--- config.mk ---
export PLATFORM = sky130hd
export DESIGN_NAME = arith_stim_check_flat
export DESIGN_NICKNAME = d
export VERILOG_FILES = /design/src/rtl/arith_stim_check_if.sv /design/src/rtl/arith_stim_check.sv /design/src/flat_wrapper.sv
export SDC_FILE = /design/constraint.sdc
export NUM_CORES = 1
export LEC_CHECK = 0
export ABC_AREA = 0
export CORE_MARGIN = 8
export CORE_UTILIZATION = 40
export DETAILED_ROUTE_END_ITERATION = 10
export PLACE_DENSITY_LB_ADDON = 0.12
export SLEW_MARGIN = 15
export SYNTH_ARGS = -nofsm -noshare
export SYNTH_HDL_FRONTEND = slang
export SYNTH_SLANG_ARGS = --single-unit
--- constraint.sdc ---
create_clock -name system1000 -period 6.1 [get_ports system1000]
set_input_delay 1.525 -clock system1000 [delete_from_list [all_inputs] [get_ports system1000]]
set_output_delay 1.525 -clock system1000 [all_outputs]
set_load 0.02 [all_outputs]
--- src/rtl/arith_stim_check_if.sv ---
// Operand/result bus between the arith stimulus checker (master) and the arithmetic DUT (slave).
interface arith_stim_check_if;
  logic signed [8:0] eta_o1_a;
  logic signed [8:0] eta_o1_b;
  logic              vld_o;
  logic signed [8:0] topLet_i;

  modport master (output eta_o1_a, output eta_o1_b, output vld_o, input topLet_i);
  modport slave  (input eta_o1_a, input eta_o1_b, input vld_o, output topLet_i);
endinterface

--- src/rtl/arith_stim_check.sv ---
// LFSR-driven stimulus generator and adder result checker for a 9-bit signed DUT.
// Optional first-mismatch capture ports: define ARITH_STIM_CHECK_FIRSTFAIL_EN.
module arith_stim_check #(
  parameter int          NUM_VECTORS = 64,
  parameter int          DUT_LATENCY = 1,
  parameter logic [17:0] SEED        = 18'h000A5
) (
  input  logic               system1000,
  input  logic               system1000_rst,
  input  logic               start,
  arith_stim_check_if.master bus,
  output logic               done,
  output logic               pass,
  output logic [7:0]         err_count
`ifdef ARITH_STIM_CHECK_FIRSTFAIL_EN
  ,
  output logic [7:0]         first_fail_idx,
  output logic [8:0]         first_fail_got,
  output logic [8:0]         first_fail_exp
`endif
);

  typedef enum logic [1:0] {IDLE = 2'd0, RUN = 2'd1, DRAIN = 2'd2, DONE = 2'd3} state_t;

  localparam logic [17:0] SEED_EFF   = (SEED == 18'h00000) ? 18'h00001 : SEED;
  localparam logic [7:0]  LAST_VEC   = 8'(NUM_VECTORS - 1);
  localparam logic [2:0]  LAST_DRAIN = (DUT_LATENCY == 0) ? 3'd0 : 3'(DUT_LATENCY - 1);

  // Right-shifting Galois form of x^18 + x^11 + 1.
  function automatic logic [17:0] lfsr_step(input logic [17:0] cur);
    lfsr_step = {1'b0, cur[17:1]} ^ (cur[0] ? 18'h20400 : 18'h00000);
  endfunction

  state_t      state_r;
  logic [17:0] lfsr_r;
  logic [17:0] lfsr_next_s;
  logic [7:0]  vec_cnt_r;
  logic [2:0]  drain_cnt_r;
  logic [8:0]  a_r;
  logic [8:0]  b_r;
  logic        vld_r;
  logic        done_r;
  logic        pass_r;
  logic [7:0]  err_r;
  logic [7:0]  err_next_s;
  logic [8:0]  sum_s;
  logic        start_run_s;
  logic        dly_vld_s;
  logic [8:0]  dly_exp_s;
  logic        mismatch_s;

  assign bus.eta_o1_a = a_r;
  assign bus.eta_o1_b = b_r;
  assign bus.vld_o    = vld_r;
  assign done         = done_r;
  assign pass         = pass_r;
  assign err_count    = err_r;

  // Next LFSR value, expected sum and saturating mismatch count.
  always_comb begin
    lfsr_next_s = lfsr_step(lfsr_r);
    sum_s       = a_r + b_r;
    start_run_s = start && ((state_r == IDLE) || (state_r == DONE));
    mismatch_s  = dly_vld_s && ($unsigned(bus.topLet_i) != dly_exp_s);
    if (mismatch_s && (err_r != 8'hFF)) begin
      err_next_s = err_r + 8'd1;
    end else begin
      err_next_s = err_r;
    end
  end

  // Run sequencer; operands, done and pass are registered alongside the state.
  always_ff @(posedge system1000 or negedge system1000_rst) begin
    if (!system1000_rst) begin
      state_r     <= IDLE;
      lfsr_r      <= SEED_EFF;
      vec_cnt_r   <= 8'd0;
      drain_cnt_r <= 3'd0;
      a_r         <= 9'd0;
      b_r         <= 9'd0;
      vld_r       <= 1'b0;
      err_r       <= 8'd0;
      done_r      <= 1'b0;
      pass_r      <= 1'b0;
    end else if (start_run_s) begin
      state_r     <= RUN;
      lfsr_r      <= SEED_EFF;
      vec_cnt_r   <= 8'd0;
      drain_cnt_r <= 3'd0;
      a_r         <= SEED_EFF[17:9];
      b_r         <= SEED_EFF[8:0];
      vld_r       <= 1'b1;
      err_r       <= 8'd0;
      done_r      <= 1'b0;
      pass_r      <= 1'b0;
    end else begin
      case (state_r)
        RUN: begin
          err_r  <= err_next_s;
          lfsr_r <= lfsr_next_s;
          if (vec_cnt_r == LAST_VEC) begin
            a_r   <= 9'd0;
            b_r   <= 9'd0;
            vld_r <= 1'b0;
            if (DUT_LATENCY == 0) begin
              state_r <= DONE;
              done_r  <= 1'b1;
              pass_r  <= (err_next_s == 8'd0);
            end else begin
              state_r     <= DRAIN;
              drain_cnt_r <= 3'd0;
            end
          end else begin
            vec_cnt_r <= vec_cnt_r + 8'd1;
            a_r       <= lfsr_next_s[17:9];
            b_r       <= lfsr_next_s[8:0];
          end
        end
        DRAIN: begin
          err_r <= err_next_s;
          if (drain_cnt_r == LAST_DRAIN) begin
            state_r <= DONE;
            done_r  <= 1'b1;
            pass_r  <= (err_next_s == 8'd0);
          end else begin
            drain_cnt_r <= drain_cnt_r + 3'd1;
          end
        end
        IDLE, DONE: begin
          state_r <= state_r;
        end
        default: begin
          state_r <= IDLE;
        end
      endcase
    end
  end

`ifdef ARITH_STIM_CHECK_FIRSTFAIL_EN
  logic [7:0] dly_idx_s;
`endif

  // Expected value travels with its valid so it lines up with the DUT result.
  generate
    if (DUT_LATENCY == 0) begin : g_no_dly
      assign dly_vld_s = vld_r;
      assign dly_exp_s = sum_s;
`ifdef ARITH_STIM_CHECK_FIRSTFAIL_EN
      assign dly_idx_s = vec_cnt_r;
`endif
    end else begin : g_dly
      logic [DUT_LATENCY-1:0] vld_pipe_r;
      logic [8:0]             exp_pipe_r [DUT_LATENCY];
`ifdef ARITH_STIM_CHECK_FIRSTFAIL_EN
      logic [7:0]             idx_pipe_r [DUT_LATENCY];
`endif
      // Shift register of (valid, expected[, index]) cleared by reset.
      always_ff @(posedge system1000 or negedge system1000_rst) begin
        if (!system1000_rst) begin
          vld_pipe_r <= '0;
          for (int i = 0; i < DUT_LATENCY; i++) begin
            exp_pipe_r[i] <= 9'd0;
`ifdef ARITH_STIM_CHECK_FIRSTFAIL_EN
            idx_pipe_r[i] <= 8'd0;
`endif
          end
        end else begin
          vld_pipe_r[0] <= vld_r;
          exp_pipe_r[0] <= sum_s;
`ifdef ARITH_STIM_CHECK_FIRSTFAIL_EN
          idx_pipe_r[0] <= vec_cnt_r;
`endif
          for (int i = 1; i < DUT_LATENCY; i++) begin
            vld_pipe_r[i] <= vld_pipe_r[i-1];
            exp_pipe_r[i] <= exp_pipe_r[i-1];
`ifdef ARITH_STIM_CHECK_FIRSTFAIL_EN
            idx_pipe_r[i] <= idx_pipe_r[i-1];
`endif
          end
        end
      end
      assign dly_vld_s = vld_pipe_r[DUT_LATENCY-1];
      assign dly_exp_s = exp_pipe_r[DUT_LATENCY-1];
`ifdef ARITH_STIM_CHECK_FIRSTFAIL_EN
      assign dly_idx_s = idx_pipe_r[DUT_LATENCY-1];
`endif
    end
  endgenerate

`ifdef ARITH_STIM_CHECK_FIRSTFAIL_EN
  logic       ff_seen_r;
  logic [7:0] ff_idx_r;
  logic [8:0] ff_got_r;
  logic [8:0] ff_exp_r;

  assign first_fail_idx = ff_idx_r;
  assign first_fail_got = ff_got_r;
  assign first_fail_exp = ff_exp_r;

  // Latch index, DUT value and expected value of the first mismatch in a run.
  always_ff @(posedge system1000 or negedge system1000_rst) begin
    if (!system1000_rst) begin
      ff_seen_r <= 1'b0;
      ff_idx_r  <= 8'd0;
      ff_got_r  <= 9'd0;
      ff_exp_r  <= 9'd0;
    end else if (start_run_s) begin
      ff_seen_r <= 1'b0;
      ff_idx_r  <= 8'd0;
      ff_got_r  <= 9'd0;
      ff_exp_r  <= 9'd0;
    end else if (mismatch_s && !ff_seen_r) begin
      ff_seen_r <= 1'b1;
      ff_idx_r  <= dly_idx_s;
      ff_got_r  <= bus.topLet_i;
      ff_exp_r  <= dly_exp_s;
    end
  end
`endif

endmodule
--- src/flat_wrapper.sv ---
// flat-port wrapper written by rule: the top's interface ports become plain ports
module arith_stim_check_flat 
#(
  parameter int          NUM_VECTORS = 64,
  parameter int          DUT_LATENCY = 1,
  parameter logic [17:0] SEED        = 18'h000A5
)
  (system1000, system1000_rst, start, done, pass, err_count, bus_eta_o1_a, bus_eta_o1_b, bus_vld_o, bus_topLet_i);
  arith_stim_check_if bus_i ();
  input  logic system1000;
  input  logic system1000_rst;
  input  logic start;
  output logic done;
  output logic pass;
  output logic [7:0] err_count;
  output wire logic [$bits(bus_i.eta_o1_a)-1:0] bus_eta_o1_a;
  output wire logic [$bits(bus_i.eta_o1_b)-1:0] bus_eta_o1_b;
  output wire logic [$bits(bus_i.vld_o)-1:0] bus_vld_o;
  input wire logic [$bits(bus_i.topLet_i)-1:0] bus_topLet_i;
  assign bus_eta_o1_a = bus_i.eta_o1_a;
  assign bus_eta_o1_b = bus_i.eta_o1_b;
  assign bus_vld_o = bus_i.vld_o;
  assign bus_i.topLet_i = bus_topLet_i;
  arith_stim_check #(.NUM_VECTORS(NUM_VECTORS), .DUT_LATENCY(DUT_LATENCY), .SEED(SEED)) u_core (.system1000(system1000), .system1000_rst(system1000_rst), .start(start), .bus(bus_i), .done(done), .pass(pass), .err_count(err_count));
endmodule
# --- Word level (Yosys, flattened, before mapping) ---
# Cells that the tools add are included.
classes:
  n_addsub: 4
  eq_ne: 11
  mux: 32
  bitwise_logic: 1
  reduce_logical: 20
ops:
  columns: ["cell", "count"]
  rows:
  - ["18-bit 2-to-1 mux", 3]
  - ["9-bit 2-to-1 mux", 6]
  - ["8-bit 2-to-1 mux", 6]
  - ["17-bit by 18-bit XOR with 18-bit output", 1]
  - ["8-bit by 1-bit adder with 8-bit output, second input constant", 2]
  - ["2-bit nonzero test", 5]
  - ["9-bit adder", 1]
  - ["1-bit 2-to-1 mux", 9]
  - ["3-bit 2-to-1 mux", 3]
  - ["9-bit != test", 1]
  - ["8-bit by 6-bit equality test with 1-bit output, second input constant", 1]
  - ["8-bit logical NOT", 1]
  - ["8-bit != test, second input constant", 1]
  - ["2-bit 2-to-1 mux", 3]
  - ["3-bit by 1-bit != test with 1-bit output, second input constant", 2]
  - ["3-bit case mux with 2 select lines", 1]
  - ["2-bit AND reduction", 3]
  - ["3-bit AND reduction", 2]
  - ["2-bit equality test, second input constant", 2]
  - ["2-bit by 1-bit != test with 1-bit output, second input constant", 2]
  - ["2-bit case mux with 2 select lines", 1]
  - ["2-bit OR reduction", 2]
  - ["3-bit by 1-bit adder with 3-bit output, second input constant", 1]
  - ["1-bit logical AND", 3]
  - ["other kinds (6)", 6]
totals:
  ff_bits: 70
  in_bits: 12
  out_inout_bits: 29
  elab_cells: 80

# --- Logic depth before layout (Yosys ltp) ---
# Gate-level depths: netlist of run 1.
logic_depth:
  depth_word: 8
  depth_mapped: 10
  depth_no_buf: 8

# --- Worst setup path after synthesis of run 1 ---
# No wires, ideal clock.
synth_timing:
  kind: "input port to flip-flop"
  from: "input port start"
  to: "register u_core.pass_r, in the netlist u_core.pass"
  setup_ns: 0.094
  t_arrival_ns: 2.974
  required_ns: 6.006
  path_slack_ns: 3.033
  path_stages: 7
  path_buffers: 1
  path_cell_list: "and2_4 buf_6 or4_4 nand3_1 o21ai_1 a221o_1 a221oi_2"
synth_between:
  elab_chain_cells: 3
  word_cells_on_any_way: 5
  cone_classes: "mux (1); reduce/logical (4)"
synth_lines:
  columns: ["item", "line", "rtl"]
  rows:
  - ["start: declaration", "flat_wrapper.sv:12", "input logic start;"]
  - ["1-bit logical AND *", "arith_stim_check.sv:63", "start_run_s = start && ((state_r == IDLE) || (state_r == DONE));"]
  - ["2-bit nonzero test (no source line)", null, null]
  - ["2-bit AND reduction (no source line)", null, null]
  - ["end signal: assignment", "arith_stim_check.sv:108", "pass_r <= (err_next_s == 8'd0);"]
  - ["end signal: assignment", "arith_stim_check.sv:124", "pass_r <= (err_next_s == 8'd0);"]
  - ["end: declaration", "arith_stim_check.sv:43", "logic pass_r;"]
# Mark *: on every way between the ends. The rest lies on a longest branch, timed or not.
# A chain may end at the register's enable or synchronous reset.

# --- Final worst setup path of run 1 ---
layout_timing:
  from: "input port bus_topLet_i[6]"
  to: "register u_core.pass_r, in the netlist u_core.pass"
layout_between:
  elab_chain_cells: 8
layout_lines:
  columns: ["item", "line", "rtl"]
  rows:
  - ["start: declaration", "flat_wrapper.sv:19", "input wire logic [$bits(bus_i.topLet_i)-1:0] bus_topLet_i;"]
  - ["9-bit != test", "arith_stim_check.sv:64", "mismatch_s = dly_vld_s && ($unsigned(bus.topLet_i) != dly_exp_s);"]
  - ["1-bit logical AND", "arith_stim_check.sv:64", null]
  - ["1-bit logical AND", "arith_stim_check.sv:65", "if (mismatch_s && (err_r != 8'hFF)) begin"]
  - ["8-bit 2-to-1 mux", "arith_stim_check.sv:65", null]
  - ["8-bit logical NOT", "arith_stim_check.sv:124", null]
  - ["1-bit 2-to-1 mux", "arith_stim_check.sv:121", "if (drain_cnt_r == LAST_DRAIN) begin"]
  - ["1-bit 2-to-1 mux", "arith_stim_check.sv:97", "case (state_r)"]
  - ["1-bit 2-to-1 mux", "arith_stim_check.sv:85", "end else if (start_run_s) begin"]
# Every way passes these cells. The select of a mux whose other input is x is not followed.

==> flow_summary.toml, run 1 <==
[pwr]
leakagePower_nw = 1.89
power_density_nw_per_um2 = 461
ir_worst_vdd_mv = 0.228
power.total_w = 0.00194

[global_route]
grt_use_total_pct = 13.7
grt_pass1_vias = 2585
grt_overflow = 0
grt_pass1_wl_mm = 12.9
grt_antenna_before_repair = 0
grt_max_degree = 71

[critical_path]
crit_buf_inv = 1
crit_path_end_kind = "flip-flop"
cpMaxStageDelayCell = "a31oi_1"
slowest_delay_ns = 0.92
crit_type = "primary input to flip-flop"
r2r_start = "u_core.state_r[0]$_DFFE_PN0P_"
crit_start = "bus_topLet_i[6]"
path_max_fanout = 14
arrival_ns = 3.89
cp.required_ns = 6.36
cp_top_family = "compound AO/OA/AOI/OAI gates"
cp-start-kind = "primary input"
path_cells = "clkdlybuf4s50_1 -> xor2_1 -> nor2_1 -> a31oi_1 -> nand4_1 -> a221o_1 -> a221oi_2"

[timing]
finClkSkew_ns = 0.0121
layout_min_cycle_time_ns = 3.62
slew_violations = 0
hold_violations = 0
fin_crit_sh_pct = 59.4
tightest_slew_ns = 1.17
rsz0062_at_grt = "false"
hold_ws_ns = 0.439
finalSetupViolCount = 0
finalSetupTns_ns = 0
max-slew-margin-rel_pct = 21.9
max_freq_mhz = 276

[finish]
drive_gt1_share_pct = 7.89
mostFrequentLayoutCells = "dfrtp_1 (66), clkdlybuf4s50_1 (39), nor2_1 (31), nand2_1 (26), o21ai_0 (21)"
final_common_cell = "dfrtp_1"
final.fill_count = 832
final_nets = 402
stdcell_count = 488
syn_to_final_growth_pct = 19.5
utilization_pct = 48.7
n_antenna_cell = 0

[route]
viasPerCell = 5.30
drt-total-wl_mm = 7.59
drt_iter0_drc = 148
vias = 2586
drc = 0
firstDrtPassIters = 4
detail-route-antenna-nets = 0
wl_per_cell_um = 15.5

[synth]
synth_ff_type = "dfrtp_1"
synthesis.nets = 367
synth_edf_count = 0
ys_warn_count = 0
synth_seq_area_share_pct = 49.9
syn-instance-count = 340
ys_ff_latch = 70
synth.distinct_cells = 50
syn_area_um2 = 3520
yosys.area.top_type = "dfrtp_1"
yosys-top-cells-area = "dfrtp_1 (47%), mux2i_1 (5.4%), ha_1 (5.0%), xor2_1 (3.7%), a22o_1 (3.5%)"
syn_avg_cell_area_um2 = 10.4
yosys.area.top_type_share_pct = 46.9
async_flop_share_pct = 100

[floorplan]
core_area_um2 = 8640
ios = 41
die_h_um = 110
die_x_um = 110
start_util_pct = 40.8
rows = 34
dieArea_um2 = 12100

[placed_design]
portBuffers = 40
hpwl_mm = 5.29
post-place-cells = 472
place.gp.congestion = 0.811

[clock_tree]
holdBufCountCts = 0
htree_levels = 3
cts_setup_buffers = 0
cts_max_path_buffers = 2
clkTransAtPathRegs_ns = 0.08
insertion_delay_ns = 0.35
cts_resized = 0
tritoncts = "yes"
cts_buffers = 9
clock_sinks = 70
root_buffer = "clkbuf_8"

[flow_run]
cap_violations = 0

[worst_hold_path]
min-delay-start = "u_core.bus.vld_o$_DFFE_PN0P_"
hold_class = "flip-flop to flip-flop"

[run_status]
status = "complete, no violations"
==> final cells by class <==
type	instances	area [um^2]	share of cell area [%]
Clock buffer	9	124	2.94
Clock inverter	7	104	2.47
Inverter	12	45.0	1.07
Multi-Input combinational cell	240	1630	38.8
Sequential cell	70	1760	41.8
Tap cell	108	135	3.21
Timing Repair Buffer	42	410	9.76
==> through the flow <==
step / instance area [um^2] / setup WS (ns)
floorplan: 3520 / 3.03
global placement: 3980 / 2.18
detailed placement: 3980 / 2.14
CTS: 4210 / 2.51
global route: 4210 / 2.29
finish: 4210 / 2.48
==> sequential cells by signal, indices dropped and copies added (netlist names), 2 cells and up <==
register	count
u_core.state_r	2
u_core.drain_cnt_r	3
u_core.bus.eta_o1_a	9
u_core.dly_exp_s	9
u_core.bus.eta_o1_b	9
u_core.lfsr_r	18
u_core.err_count	8
u_core.vec_cnt_r	8
==> power by group <==
group	switching, W	internal [W]	total, W
Sequential	0.000114	0.000607	0.000721
Combinational	0.000445	0.000345	0.000791
Clock	0.000190	0.000236	0.000426
Total	0.000749	0.00119	0.00194
==> worst paths after layout <==
kind / slack [ns] / cells past startpoint / to
setup / recovery: 2.48 / 7 / u_core.pass$_DFFE_PN0P_
hold / removal: 0.44 / 0 / u_core.dly_vld_s$_DFF_PN0_
setup reg to reg: 3.39 / 8 / u_core.pass$_DFFE_PN0P_
hold reg to reg: 0.44 / 0 / u_core.dly_vld_s$_DFF_PN0_
max in group asynchronous: 4.16 / 2 / u_core.lfsr_r[17]$_DFFE_PN0P_
min in group asynchronous: 1.37 / 2 / u_core.dly_exp_s[5]$_DFF_PN0_
==> metal layers <==
layer  vias up  wire [um]  GRT usage, %
met5         -          0             0
met4         0         69          4.24
met3         5        427          4.63
met2        44       3430          20.6
met1      1264       3660          18.1
li1       1273          -             -
==> logic make-up (layout without fill, tap and decap cells) <==
| logic type | after synthesis | in the layout | share of synthesized area (%) |
|---|---|---|---|
| buffers and inverters | 30 | 70 | 3.73 |
| muxes | 20 | 20 | 5.72 |
| xor gates and xnor gates | 24 | 24 | 5.97 |
| AOI/OAI and AO/OA | 72 | 72 | 13.7 |
| and+or+nand+nor | 109 | 109 | 15.4 |
| DFF | 70 | 70 | 49.9 |
| adders and majority gates | 15 | 15 | 5.55 |
==> Yosys cell counts, types with 2 or more instances <==
master and instances:
and4_1 2, or2_2 3, clkbuf_1 12, inv_1 12
nand3_1 7, or3_1 3, nor2b_1 7, nand2b_1 4
nor2_1 31, a21o_1 2, dfrtp_1 66, nand3b_1 2
and3_1 5, dfstp_2 4, a221o_1 2, and2_1 2
nand4_1 6, a211o_1 2, a41oi_1 2, mux2i_1 19
xnor2_1 9, o41ai_1 2, ha_1 14, nand2_1 26
a22o_1 14, nor3_1 5, or4_1 2, a21oi_1 17
buf_2 2, buf_6 2, o21ai_0 21, xor2_1 15
Note: power is estimated with default switching activity, not from simulation.
==> inputs of run 2 (changes only) <==
==> constraint.sdc (replaced) <==
create_clock -name system1000 -period 3.4 [get_ports system1000]
set_input_delay 0.85 -clock system1000 [delete_from_list [all_inputs] [get_ports system1000]]
set_output_delay 0.85 -clock system1000 [all_outputs]
set_load 0.02 [all_outputs]
==> run 2 against run 1 <==
Die area unchanged. First-iteration DRC count down 18%. Cell count up 1.0%. Sequential share of layout area down 0.54 points. Clock power up 93%. Final area up 1.3%. Count of clock-buffer cells in the layout unchanged.
==> flow_summary.toml, run 2 (synthesis results as in run 1) <==
[run_status]
status = "complete, no violations"

[critical_path]
path_max_fanout = 4
slowest_delay_ns = 0.41
crit_start = "bus_topLet_i[4]"
r2r_end = "u_core.pass$_DFFE_PN0P_"
crit_type = "primary input to flip-flop"
crit_buf_inv = 1
reg2reg_depth = 8
rrSetupSlack_ns = 0.85
cp-endpoint = "u_core.pass$_DFFE_PN0P_"
cpMaxStageDelayCell = "clkdlybuf4s50_1"
cp-start-kind = "primary input"
r2r_start = "u_core.state_r[0]$_DFFE_PN0P_"
arrival_ns = 2.90
path_cells = "clkdlybuf4s50_1 -> xor2_1 -> nor4_1 -> a31oi_1 -> a211o_1 -> a221o_1 -> a221oi_2"
cp.required_ns = 3.65
worst-path-stages = 7
crit_path_end_kind = "flip-flop"
cp_top_family = "compound AO/OA/AOI/OAI gates"

[route]
vias = 2629
firstDrtPassIters = 4
m1WireLength_mm = 3.82
met3_length_um = 439
met2WireLength_mm = 3.53
drt-total-wl_mm = 7.90
drc = 0
wl_per_cell_um = 16.0
viasPerCell = 5.33
top_layer = "met4"
drt_iter0_drc = 121
detail-route-antenna-nets = 0

[timing]
finalSetupViolCount = 0
fin_crit_sh_pct = 77.9
tightest_slew_ns = 0.701
max-slew-margin-rel_pct = 53.3
slew_violations = 0
hold_violations = 0
finalSetupTns_ns = 0
max_freq_mhz = 378
layout_min_cycle_time_ns = 2.65
rsz0062_at_grt = "false"
finClkSkew_ns = 0.0125

[pwr]
combPwrFrac_pct = 40.8
ir_worst_vdd_mv = 0.403
power.share.clock_pct = 23.0
p_int_w = 0.00223
seqPwrFrac_pct = 36.3
power.switching_w = 0.00135
power_density_nw_per_um2 = 839
leakagePower_nw = 1.92
swShare_pct = 37.7

[global_route]
grt_pass1_wl_mm = 13.4
grt_use_total_pct = 14.2
grt_pass1_vias = 2545
grt_overflow = 0
grt_max_degree = 36
grt_antenna_before_repair = 0

[floorplan]
ios = 41
start_util_pct = 40.8
rows = 34
core_area_um2 = 8640
die_x_um = 110
die_h_um = 110
dieArea_um2 = 12100

[clock_tree]
htree_levels = 3
clock_sinks = 70
clkTransAtPathRegs_ns = 0.08
cts_resized = 0
cts_buffers = 9
cts_max_path_buffers = 2
insertion_delay_ns = 0.34
tritoncts = "yes"
cts_setup_buffers = 0
holdBufCountCts = 0
root_buffer = "clkbuf_8"

[finish]
design_area_um2 = 4260
final.fill_count = 817
final_common_cell = "dfrtp_1"
n_antenna_cell = 0
syn_to_final_growth_pct = 21.1
largest_register_ffs = 18
final_nets = 407
drive_gt1_share_pct = 9.09
utilization_pct = 49.3
max_flop_register = "u_core.lfsr_r"
mostFrequentLayoutCells = "dfrtp_1 (66), clkdlybuf4s50_1 (39), nor2_1 (31), nand2_1 (26), o21ai_0 (21)"

[worst_hold_path]
hold_class = "primary input to async pin"

[placed_design]
hpwl_mm = 5.63
place.gp.congestion = 0.883
dpl_cell_area_um2 = 4020
portBuffers = 40

[flow_run]
cap_violations = 0
## run 2: cell count changes in the layout (fill, tap and decap cells not counted)
cell / delta
inv_6: -2
bufinv_16: +1
buf_4: +5
clkinv_2: +1
## run 2: worst register-to-register path, stage by stage (launching register included)
cell	delay, ns
dfrtp_1	0.35
inv_1	0.05
ha_1	0.52
and2_4	0.28
or4_4	0.53
nand3_1	0.10
o21ai_1	0.07
a221o_1	0.36
a221oi_2	0.22
## run 2: per-layer routing
| layer | up-vias | track usage, % |
|---|---|---|
| met5 | - | 0 |
| met4 | 0 | 4.92 |
| met3 | 13 | 3.52 |
| met2 | 65 | 20.8 |
| met1 | 1270 | 19.7 |
| li1 | 1281 | - |
## run 2: cell type report
class | instances | area (um^2) | area share [%]
clock buffers | 9 | 124 | 2.91
clock inverters | 7 | 121 | 2.85
repair buffers | 47 | 448 | 10.5
flip-flops and latches | 70 | 1760 | 41.2
inverters | 12 | 45.0 | 1.06
well taps | 108 | 135 | 3.17
multi-input cells | 240 | 1630 | 38.3
## run 2: worst min-delay path by stage
stage	end	cells past startpoint	slack (ns)
floorplan	u_core.drain_cnt_r[0]$_DFFE_PN0P_	1	0.48
global placement	u_core.dly_vld_s$_DFF_PN0_	0	0.43
detailed placement	u_core.dly_vld_s$_DFF_PN0_	0	0.44
CTS	u_core.dly_exp_s[6]$_DFF_PN0_	1	0.32
global route	u_core.dly_exp_s[6]$_DFF_PN0_	1	0.32
finish	u_core.dly_exp_s[6]$_DFF_PN0_	1	0.33
## run 2: stage by stage
step	cells	total power [W]	setup WS [ns]	hold slack (ns)
after floorplan	340	0.00230	1.01	0.479
after global routing	493	0.00384	0.616	0.325
after detailed placement	477	0.00279	0.425	0.436
after global placement	477	0.00276	0.470	0.428
final	493	0.00358	0.753	0.325
after CTS	493	0.00362	0.784	0.315
## run 2: power by group through the flow
stage | Clock (W) | Sequential, W | Combinational (W)
finish | 0.000822 | 0.00130 | 0.00146
global route | 0.000880 | 0.00133 | 0.00163
CTS | 0.000842 | 0.00130 | 0.00148
detailed placement | 0 | 0.00132 | 0.00147
global placement | 0 | 0.00131 | 0.00145
floorplan | 0 | 0.00136 | 0.000944
==> inputs of run 3 (changes only) <==
==> constraint.sdc (replaced) <==
create_clock -name system1000 -period 2.4 [get_ports system1000]
set_input_delay 0.6 -clock system1000 [delete_from_list [all_inputs] [get_ports system1000]]
set_output_delay 0.6 -clock system1000 [all_outputs]
set_load 0.02 [all_outputs]
==> run 3 against run 2 <==
Sequential power is 41% higher. Critical path depth rose by 1. Cell count grew 1.8%. Non-clock buffer count increased by 9. Count of clock-buffer cells in the layout unchanged. Final area rose by 1.1%. Utilization grew 0.52 points. Sequential share of layout area decreased by 0.43 points. Combinational power is 47% higher. Register-to-register slack worse by 0.67 ns. Power rose by 37%. Critical path type unchanged. Highest routed layer unchanged.
==> flow_summary.toml, run 3 (synthesis results as in run 1) <==
[clock_tree]
holdBufCountCts = 0
tritoncts = "yes"
cts_max_path_buffers = 2
cts_buffers = 9
insertion_delay_ns = 0.36
clkTransAtPathRegs_ns = 0.09
htree_levels = 3
root_buffer = "clkbuf_8"
clock_sinks = 70

[global_route]
grt_max_degree = 27
grt_pass1_wl_mm = 12.9
grt_use_total_pct = 13.8
grt_pass1_vias = 2587
grt_overflow = 0
grt_antenna_before_repair = 0

[finish]
n_antenna_cell = 0
largest_register_ffs = 18
max_flop_register = "u_core.lfsr_r"
final_common_cell = "dfrtp_1"
mostFrequentLayoutCells = "dfrtp_1 (66), clkdlybuf4s50_1 (39), nor2_1 (31), nand2_1 (26), o21ai_0 (21)"
final_nets = 416
syn_to_final_growth_pct = 22.4
drive_gt1_share_pct = 11.7

[timing]
max-slew-margin-rel_pct = 35.5
hold_violations = 0
finalSetupViolCount = 0
layout_min_cycle_time_ns = 2.27
rsz0062_at_grt = "false"
fin_crit_sh_pct = 94.5
finClkSkew_ns = 0.0155
hold_ws_ns = 0.207
slew_violations = 0
tightest_slew_ns = 0.964
max_freq_mhz = 441
fin_ws_ns = 0.131

[route]
drt_iter0_drc = 127
wl_per_cell_um = 15.6
viasPerCell = 5.26
firstDrtPassIters = 5
drt-total-wl_mm = 7.82
drc = 0
detail-route-antenna-nets = 0
vias = 2639

[placed_design]
place.gp.congestion = 0.807
hpwl_mm = 5.67
portBuffers = 40
preCtsSetupSlack_ns = -0.270

[run_status]
status = "complete, no violations"

[pwr]
p_int_w = 0.00292
power.switching_w = 0.00199
seqPwrFrac_pct = 37.2
swShare_pct = 40.5
power.total_w = 0.00491
combPwrFrac_pct = 43.8
ir_worst_vdd_mv = 0.637
power_density_nw_per_um2 = 1140
leakagePower_nw = 1.95
power.share.clock_pct = 19.0

[critical_path]
cp-start-kind = "primary input"
cpMaxStageDelayCell = "clkdlybuf4s50_1"
slowest_delay_ns = 0.41
crit_type = "primary input to flip-flop"
cp_top_family = "compound AO/OA/AOI/OAI gates"
crit_buf_inv = 2
arrival_ns = 2.54
path_cells = "clkdlybuf4s50_1 -> xor2_1 -> nor4_2 -> buf_4 -> a31oi_2 -> a211o_1 -> a221o_1 -> a221oi_2"
path_max_fanout = 2
crit_path_end_kind = "flip-flop"
cp.required_ns = 2.67

[flow_run]
cap_violations = 0

[floorplan]
ios = 41
die_h_um = 110
core_area_um2 = 8640
start_util_pct = 40.8
dieArea_um2 = 12100
die_x_um = 110
rows = 34

[worst_hold_path]
hold_class = "primary input to async pin"
## run 3: changes by cell type in the layout (fill, tap and decap cells not counted), moves of 2 or more
cell / delta
inv_8: +2
inv_6: +2
bufinv_16: -3
buf_4: +8
## run 3: area by class of cell
cell class,instances,area [um^2]
timing repair buffer,56,528
inverter,12,45.0
tap,108,135
clock buffer,9,124
fill,815,4330
clock inverter,7,73.8
multi-input combinational,240,1640
sequential,70,1760
## run 3: per-stage QoR
stage	cells	cell area [um^2]	TNS [ns]	util, %
global placement	486	4100	-2.04	47.4
CTS	502	4290	0	49.7
floorplan	340	3520	0	-
finish	502	4310	0	49.9
global route	502	4310	0	49.9
detailed placement	486	4100	-2.44	47.4
## run 3: final timing paths
kind                                           endpoint  slack, ns                          start  depth (start not counted)
min in group system1000      u_core.dly_vld_s$_DFF_PN0_       0.44   u_core.bus.vld_o$_DFFE_PN0P_                          0
hold reg to reg              u_core.dly_vld_s$_DFF_PN0_       0.44   u_core.bus.vld_o$_DFFE_PN0P_                          0
setup / recovery                u_core.pass$_DFFE_PN0P_       0.13                bus_topLet_i[4]                          8
hold / removal             u_core.lfsr_r[3]$_DFFE_PN0P_       0.21                 system1000_rst                          1
setup reg to reg                u_core.pass$_DFFE_PN0P_       0.18  u_core.state_r[0]$_DFFE_PN0P_                          8
max in group asynchronous  u_core.lfsr_r[0]$_DFFE_PN1P_       1.52                 system1000_rst                          2
## run 3: worst register-to-register path: stages, from the launching register on
cell	delay, ns
dfrtp_1	0.35
inv_1	0.05
ha_1	0.31
and2_4	0.17
or4_4	0.53
nand3_1	0.10
o21ai_1	0.06
a221o_1	0.36
a221oi_2	0.21
## run 3: repair_timing
| action | CTS | global route |
|---|---|---|
| endpoints found under the setup margin | 0 | 3 |
| setup buffers | 0 | 0 |
| resized for setup | 0 | 2 |
## run 3: power groups by stage
| stage | Clock [W] | Sequential (W) | Combinational (W) |
|---|---|---|---|
| 4_1_cts | 0.000972 | 0.00183 | 0.00216 |
| 6_report | 0.000933 | 0.00183 | 0.00215 |
| 3_5_place_dp | 0 | 0.00185 | 0.00214 |
| 2_1_floorplan | 0 | 0.00193 | 0.00134 |
| 5_1_grt | 0.00101 | 0.00187 | 0.00237 |
| 3_3_place_gp | 0 | 0.00185 | 0.00212 |
## run 3: metal layers
layer  vias to the layer above  track usage (%)  share of wire, %
met5                         -                0                 0
met2                        53             20.7                44
li1                       1290                -                 -
met3                        13             4.22               5.6
met4                         0             5.88               1.6
met1                      1283             18.2                48
